## config.mk

```make
export PLATFORM = sky130hd
export DESIGN_NAME = riscv_lsu_ctrl
export DESIGN_NICKNAME = d
export VERILOG_FILES = /design/src/rtl/riscv_lsu_ctrl.sv
export SDC_FILE = /design/constraint.sdc
export NUM_CORES = 1
export LEC_CHECK = 0
export CORE_MARGIN = 3
export CORE_UTILIZATION = 38
export DETAILED_ROUTE_END_ITERATION = 16
export GPL_ROUTABILITY_DRIVEN = 1
export PLACE_DENSITY = 0.8
export SYNTH_ARGS = -nofsm -noshare
export SYNTH_HDL_FRONTEND = slang
export SYNTH_SLANG_ARGS = --single-unit
```

## constraint.sdc

```tcl
create_clock -name clk_i -period 1.8 [get_ports clk_i]
set_input_delay 0.27 -clock clk_i [delete_from_list [all_inputs] [get_ports clk_i]]
set_output_delay 0.27 -clock clk_i [all_outputs]
set_load 0.02 [all_outputs]
```

## src/rtl/riscv_lsu_ctrl.sv

```systemverilog
// rtl/riscv_lsu_ctrl.sv - RISC-V load/store unit controller: alignment check, lane steering, load formatting
module riscv_lsu_ctrl (
    input  logic        clk_i,
    input  logic        rst_ni,
    input  logic        core_req_i,
    input  logic        core_we_i,
    input  logic [2:0]  core_size_i,
    input  logic [31:0] core_addr_i,
    input  logic [31:0] core_wd_i,
    output logic [31:0] core_rd_o,
    output logic        core_stall_o,
    output logic        core_err_o,
    output logic        mem_req_o,
    output logic        mem_we_o,
    output logic [3:0]  mem_be_o,
    output logic [31:0] mem_addr_o,
    output logic [31:0] mem_wd_o,
    input  logic [31:0] mem_rd_i,
    input  logic        mem_ready_i
);

    localparam logic [2:0] LDST_B  = 3'd0;
    localparam logic [2:0] LDST_H  = 3'd1;
    localparam logic [2:0] LDST_W  = 3'd2;
    localparam logic [2:0] LDST_BU = 3'd4;
    localparam logic [2:0] LDST_HU = 3'd5;

    typedef enum logic [1:0] {S_IDLE, S_REQ, S_DONE} state_t;

    state_t      state;
    logic [2:0]  size_q;
    logic [1:0]  off_q;
    logic        legal;
    logic [3:0]  be_next;
    logic [31:0] wd_next;
    logic [7:0]  byte_sel;
    logic [15:0] half_sel;
    logic [31:0] load_data;

    always_comb begin
        legal = 1'b0;
        case (core_size_i)
            LDST_B:  legal = 1'b1;
            LDST_H:  legal = ~core_addr_i[0];
            LDST_W:  legal = (core_addr_i[1:0] == 2'b00);
            LDST_BU: legal = ~core_we_i;
            LDST_HU: legal = ~core_we_i & ~core_addr_i[0];
            default: legal = 1'b0;
        endcase
    end

    // Unsigned variants share lane steering with their signed twins via size[1:0].
    always_comb begin
        be_next = 4'b1111;
        wd_next = core_wd_i;
        case (core_size_i[1:0])
            2'd0: begin
                be_next = 4'b0001 << core_addr_i[1:0];
                wd_next = {4{core_wd_i[7:0]}};
            end
            2'd1: begin
                be_next = core_addr_i[1] ? 4'b1100 : 4'b0011;
                wd_next = {2{core_wd_i[15:0]}};
            end
            default: begin
                be_next = 4'b1111;
                wd_next = core_wd_i;
            end
        endcase
    end

    assign byte_sel = mem_rd_i[{off_q, 3'b000} +: 8];
    assign half_sel = mem_rd_i[{off_q[1], 4'b0000} +: 16];

    always_comb begin
        load_data = mem_rd_i;
        case (size_q)
            LDST_B:  load_data = {{24{byte_sel[7]}}, byte_sel};
            LDST_BU: load_data = {24'd0, byte_sel};
            LDST_H:  load_data = {{16{half_sel[15]}}, half_sel};
            LDST_HU: load_data = {16'd0, half_sel};
            default: load_data = mem_rd_i;
        endcase
    end

    always_ff @(posedge clk_i or negedge rst_ni) begin
        if (!rst_ni) begin
            state      <= S_IDLE;
            size_q     <= 3'd0;
            off_q      <= 2'd0;
            core_rd_o  <= 32'd0;
            mem_we_o   <= 1'b0;
            mem_be_o   <= 4'd0;
            mem_addr_o <= 32'd0;
            mem_wd_o   <= 32'd0;
        end else begin
            case (state)
                S_IDLE: begin
                    if (core_req_i && legal) begin
                        size_q     <= core_size_i;
                        off_q      <= core_addr_i[1:0];
                        mem_we_o   <= core_we_i;
                        mem_be_o   <= be_next;
                        mem_addr_o <= {core_addr_i[31:2], 2'b00};
                        mem_wd_o   <= wd_next;
                        state      <= S_REQ;
                    end
                end
                S_REQ: begin
                    if (mem_ready_i) begin
                        if (!mem_we_o) core_rd_o <= load_data;
                        state <= S_DONE;
                    end
                end
                S_DONE:  state <= S_IDLE;
                default: state <= S_IDLE;
            endcase
        end
    end

    // Stall and error are combinational in IDLE, so they are gated by reset to keep all outputs low.
    assign mem_req_o    = (state == S_REQ);
    assign core_stall_o = rst_ni & (((state == S_IDLE) & core_req_i & legal) | (state == S_REQ));
    assign core_err_o   = rst_ni & (state == S_IDLE) & core_req_i & ~legal;

endmodule
```

==> flow_metrics.py, run 1 <==
metrics = {
    "setup_path": {
        "cpLargestDelayFamily": "buffers and inverters",
        "r2r_start": "state[1]$_DFFE_PN0P_",
        "crit_chain": "clkdlybuf4s50_1 -> a221oi_1 -> buf_4 -> o21ai_4 -> buf_12 -> buf_16 -> mux2_2",
        "reg2reg_to": "core_rd_o[30]$_DFFE_PN0P_",
        "slowest_stage": "clkdlybuf4s50_1",
        "slowest_delay_ns": 0.49,
        "setup.worst_path.end_class": "flop",
        "critPathBufInv": 4,
        "rr_worst_depth": 6,
        "cp_max_fo": 30,
        "r2r_slack_ns": 0.08,
        "crit_arrival_ns": 1.99,
        "path_class": "input port to flop",
        "critPathLaunchType": "input port",
        "required_ns": 2.03,
    },
    "route": {
        "firstDrtPassIters": 5,
        "drcViolationCount": 0,
        "routedWlPerCell_um": 18.1,
        "routed-via-count": 4354,
        "drt-total-wl_um": 15200,
        "drt_iter0_drc": 250,
        "ant_nets": 0,
        "vias_per_cell": 5.20,
    },
    "clocking": {
        "ctsHoldBuffers": 0,
        "clock_latency_ns": 0.34,
        "cts-buffers-inserted": 9,
        "cts_buffer_depth": 2,
        "ctsHtreeMaxLevel": 3,
        "clk_pin_slew_ns": 0.07,
        "cts_tree": "done",
        "cts.sinks": 106,
        "clock-root-buffer": "clkbuf_16",
    },
    "logic_synthesis": {
        "synth_mux_area_share_pct": 20.1,
        "synth.most_common_cell": "dfrtp_1",
        "ys_ff_latch": 106,
        "synth_cell_types": 40,
        "synth-xor-area-share_pct": 0,
        "synthCells": 447,
        "async_reset_ff_share_pct": 100,
        "synth_top_cell_by_area": "dfrtp_1",
        "syn_area_per_cell_um2": 11.4,
        "yosysSeqAreaShare_pct": 52.2,
        "synth_top_family_by_area": "multiplexers",
        "synth.yosys.warnings": 0,
        "synth-compound-area-share_pct": 8.84,
        "synthTopCellsByArea": "dfrtp_1 (52%), mux2_4 (12%), mux2i_1 (4.9%)",
        "synth-edff-count": 0,
        "synth.top_cells.by_count": "dfrtp_1 (106), nand2_1 (56), mux2_4 (40)",
        "ys.flop_type": "dfrtp_1",
        "synth-simple-area-share_pct": 14.9,
        "synth_fa_ha_area_share_pct": 0,
        "yosys.area.top_type_share_pct": 52.2,
        "syn-cell-area_um2": 5080,
    },
    "placement": {
        "post-place-ws_ns": -0.661,
        "portBuffers": 205,
        "place_hpwl_um": 10900,
        "gp_congestion": 0.836,
    },
    "global_route": {
        "antenna_found_initial": 0,
        "grt_pass1_vias": 4512,
        "grt_max_degree": 65,
        "overflow": 0,
        "grtUsageTotal_pct": 20.4,
        "grt_first_pass_wirelength_um": 23700,
    },
    "timing": {
        "setup_viol": 0,
        "hold_violations": 0,
        "clock_skew_ns": 0.00658,
        "rsz0062_at_grt": "no",
        "worstMarginPinSlew_ns": 0.836,
        "slew_viol_final": 0,
        "holdWs_ns": 0.0218,
        "layout_setup_ws_ns": 0.0410,
        "slew_headroom_pct": 44.3,
        "timing.final.crit_share_pct": 97.7,
        "layout_min_cycle_time_ns": 1.76,
        "fmax_ghz": 0.568,
    },
    "outcome": {
        "status": "finished, final reports clean",
    },
    "die": {
        "std_cell_rows": 41,
        "coreArea_um2": 12800,
        "die_h_um": 122,
        "die_w_um": 122,
        "start_util_pct": 39.6,
        "dieArea_um2": 14800,
        "num_io_pins": 208,
    },
    "finish": {
        "area_growth_pct": 54.1,
        "fin_nets": 765,
        "layout-drive-gt1-share_pct": 18.3,
        "fill_cells": 1035,
        "diodes": 0,
    },
    "hold_path": {
        "min_path_type": "input port to asynchronous set/reset pin",
    },
    "power_and_ir_drop": {
        "vdd_drop_max_mv": 0.554,
        "p_leak_nw": 3.52,
        "pwr_density_cell_nw_per_um2": 1360,
        "power.total_mw": 10.6,
    },
    "job": {
        "drv_cap": 0,
    },
}
worst max-delay path by stage:
stage / slack, ns / cells past startpoint / startpoint / to
2_1_floorplan: 0.04 / 7 / mem_we_o$_DFFE_PN0P_ / core_rd_o[19]$_DFFE_PN0P_
3_3_place_gp: -0.64 / 5 / core_addr_i[0] / core_stall_o
3_5_place_dp: -0.66 / 5 / core_addr_i[1] / core_stall_o
4_1_cts: -0.04 / 5 / core_addr_i[1] / core_stall_o
5_1_grt: 0.0007 / 5 / state[0]$_DFFE_PN0P_ / core_stall_o
6_report: 0.04 / 7 / core_we_i / mem_addr_o[31]$_DFFE_PN0P_
flip-flops by register name, summed over array words and instances, names as in the netlist:
signal,flops
size_q,3
off_q,2
mem_be_o,4
mem_addr_o,30
mem_wd_o,32
state,2
core_rd_o,32
mem_we_o,1
placed cells by master, fill, tap and decap left out, drive strengths merged, types with 6 or more instances in the layout:
cell type / n
a21oi: 21
a31oi: 6
buf: 33
clkbuf: 12
clkdlybuf4s50: 198
dfrtp: 106
mux2: 53
mux2i: 25
nand2: 56
nand3: 43
nand3b: 14
nor2: 14
o21ai: 40
power breakdown:
part           switching (mW)  total, mW  internal (mW)  leakage [nW]
Clock                   0.858       1.93           1.08         0.136
Sequential              0.549       3.78           3.23          1.29
Combinational            2.33       4.90           2.57          2.09
Total                    3.74       10.6           6.88          3.52
repair_timing:
| item | 4_1_cts | 5_1_grt |
|---|---|---|
| endpoints found under the setup margin | 55 | 18 |
| cloned | 1 | 1 |
| pin swaps | 1 | 2 |
| resized for setup | 21 | 8 |
| setup buffers | 0 | 1 |
layer usage:
metal	track usage [%]	vias to the layer above	share of wire [%]
met3	5.94	13	9.4
li1	-	2008	-
met4	6.86	0	1.2
met5	0	-	0
met2	33.9	222	49
met1	25.5	2111	41
per-stage QoR:
| stage | instance area (µm²) | util (%) | setup TNS [ns] | instances |
|---|---|---|---|---|
| after detailed placement | 7430 | 57.9 | -40.80 | 819 |
| after floorplan | 5090 | - | 0 | 448 |
| final | 7830 | 61.1 | 0 | 838 |
| after global placement | 7430 | 57.9 | -36.27 | 819 |
| after global routing | 7830 | 61.1 | 0 | 838 |
| after CTS | 7770 | 60.6 | -0.0586 | 836 |
cells by family (layout without fill, tap and decap cells):
kind of cell           Yosys count  in the layout
flip-flops                     106            106
buffers and inverters           37            255
multiplexers                    79             79
AND/OR/NAND/NOR                145            145
AO/OA/AOI/OAI                   79             79
other                            1              2
layout make-up:
class	count	area (µm²)	share of cell area (%)
well taps	172	215	2.75
repair buffers	237	2390	30.5
flip-flops and latches	106	2650	33.9
multi-input cells	305	2280	29.1
inverters	2	7.51	0.0958
clock inverters	5	55.1	0.703
clock buffers	11	233	2.97
No activity file was read; power rests on OpenSTA's default activity.
==> run 2, diff against run 1 <==
Settings changed: PLACE_DENSITY 0.8 to 0.83.
Clock period 1.8 ns to 1.6 ns, I/O delays scaled along.
==> flow_metrics.py, run 2 (synthesis gave the netlist of run 1 again) <==
metrics = {
    "outcome": {
        "status": "finished, violations left",
        "violations": "negative setup slack",
    },
    "timing": {
        "layout_setup_ws_ns": -0.138,
        "fmax_ghz": 0.576,
        "setup_viol": 61,
        "hold_violations": 0,
        "rsz0062_at_grt": "yes",
        "timing.final.crit_share_pct": 109,
        "layout_min_cycle_time_ns": 1.74,
        "fin_setup_tns_ns": -4.75,
        "clock_skew_ns": 0.00551,
        "slew_viol_final": 0,
    },
    "placement": {
        "placed_cell_area_um2": 7490,
        "gp_congestion": 0.844,
        "post-place-ws_ns": -0.749,
        "portBuffers": 205,
        "place_inst": 828,
        "place_hpwl_um": 11200,
    },
    "global_route": {
        "grt_max_degree": 86,
        "grtUsageTotal_pct": 20.6,
        "grt_first_pass_wirelength_um": 24200,
        "overflow": 0,
        "grt_pass1_vias": 4530,
        "antenna_found_initial": 1,
    },
    "clocking": {
        "ctsHtreeMaxLevel": 3,
        "clock-root-buffer": "clkbuf_16",
        "clk_pin_slew_ns": 0.07,
        "cts_buffer_depth": 2,
        "cts-buffers-inserted": 9,
        "clock_latency_ns": 0.34,
        "cts.sinks": 106,
        "cts_tree": "done",
    },
    "finish": {
        "area_growth_pct": 60.0,
        "fill_cells": 978,
        "biggestRegsByFlops": "core_rd_o (32), mem_wd_o (32), mem_addr_o (30)",
        "mostFrequentLayoutCell": "clkdlybuf4s50_1",
        "final_cell_mix": "clkdlybuf4s50_1 (175), dfrtp_1 (104), nand2_1 (56)",
        "finalNonFillerCells": 852,
        "finalInstanceArea_um2": 8140,
        "regArea_um2": 2660,
        "multi_input_area_um2": 2350,
        "layout-drive-gt1-share_pct": 22.8,
        "fin_nets": 778,
    },
    "route": {
        "firstDrtPassIters": 6,
        "routedWlPerCell_um": 18.3,
        "drcViolationCount": 0,
        "ant_nets": 0,
        "routed-via-count": 4381,
        "drt_iter0_drc": 313,
        "drt-total-wl_um": 15600,
        "vias_per_cell": 5.14,
    },
    "die": {
        "die_h_um": 122,
        "std_cell_rows": 41,
        "coreArea_um2": 12800,
        "die_w_um": 122,
        "dieArea_um2": 14800,
        "num_io_pins": 208,
        "start_util_pct": 39.6,
    },
    "power_and_ir_drop": {
        "power_frac_seq_pct": 35.3,
        "p_clk_share_pct": 18.1,
        "vdd_drop_max_mv": 0.687,
        "pwr_density_cell_nw_per_um2": 1480,
        "comb_power_share_pct": 46.7,
        "power.internal_mw": 7.78,
        "sw_frac_of_total_pct": 35.6,
        "netSwitchingPower_mw": 4.30,
        "p_leak_nw": 3.87,
    },
    "setup_path": {
        "rr_worst_depth": 6,
        "path_class": "input port to flop",
        "r2r_start": "state[1]$_DFFE_PN0P_",
        "reg2reg_to": "core_rd_o[29]$_DFFE_PN0P_",
        "setup.worst_path.end_class": "flop",
        "required_ns": 1.82,
        "slowest_stage": "clkdlybuf4s50_1",
        "r2r_slack_ns": -0.06,
        "crit_top_cell": "buf_4",
        "cpLargestDelayFamily": "buffers and inverters",
        "crit_chain": "clkdlybuf4s50_1 -> a221oi_2 -> buf_4 -> o21ai_4 -> buf_4 -> buf_12 -> mux2_2",
        "crit_arrival_ns": 1.96,
        "slowest_delay_ns": 0.54,
        "critPathLaunchType": "input port",
        "cp_max_fo": 29,
        "critPathBufInv": 4,
    },
    "hold_path": {
        "min_path_type": "input port to asynchronous set/reset pin",
    },
    "job": {
        "drv_cap": 0,
    },
}
[run 2: cell count changes in the layout (fill, tap and decap cells not counted), sizes merged]
cell           previous run  this run
clkbuf                   12        14
clkdlybuf4s15             1         0
diode                     0         1
clkinvlp                  2         1
buf                      33        44
dlymetal6s2s              0        22
clkdlybuf4s50           198       175
dlygate4sd3               0         1
dlygate4sd2               3         4
bufbuf                    1         0
clkinv                    2         4
[run 2: area by class of cell]
type	count	area share, %
multi-input combinational	305	28.9
sequential	106	32.6
tap	172	2.65
timing repair buffer	250	32.1
antenna	1	0.0308
clock inverter	6	0.707
clock buffer	10	2.81
inverter	2	0.0923
[run 2: power by group through the flow]
stage / Clock [mW] / Combinational (mW) / Sequential, mW
finish: 2.18 / 5.63 / 4.26
CTS: 2.22 / 5.56 / 4.26
global route: 2.34 / 5.99 / 4.38
floorplan: 0 / 1.66 / 5.32
detailed placement: 0 / 5.49 / 4.28
global placement: 0 / 5.37 / 4.25
[run 2: worst max path at each step]
stage,depth (start not counted),start,to
6_report,7,core_size_i[2],mem_we_o$_DFFE_PN0P_
5_1_grt,5,state[1]$_DFFE_PN0P_,core_err_o
4_1_cts,5,state[1]$_DFFE_PN0P_,core_err_o
3_5_place_dp,6,core_addr_i[1],core_stall_o
3_3_place_gp,6,core_addr_i[1],core_stall_o
2_1_floorplan,7,mem_we_o$_DFFE_PN0P_,core_rd_o[19]$_DFFE_PN0P_
[run 2: metal layers]
metal	GRT usage, %	up-vias	part of all wire (%)
met5	0	-	0
met4	7.91	0	2.2
met3	4.60	28	7.5
met2	33.1	209	49
met1	27.3	2110	42
li1	-	2034	-
[run 2: timing repair]
| item | in CTS | in global routing |
|---|---|---|
| setup endpoints to repair | 106 | 105 |
| hold endpoints to repair | 21 | 0 |
| setup buffers | 0 | 1 |
| hold buffers | 1 | 0 |
| gates cloned | 2 | 3 |
| resized for setup | 41 | 49 |
| pin swaps | 3 | 2 |
[run 2: through the flow]
stage	hold slack, ns	util (%)	power [mW]
2_1_floorplan	-0.0556	-	6.98
3_3_place_gp	0.0791	58.4	9.61
3_5_place_dp	0.0799	58.4	9.78
4_1_cts	0.266	61.7	12.0
5_1_grt	0.271	63.4	12.7
6_report	0.275	63.4	12.1
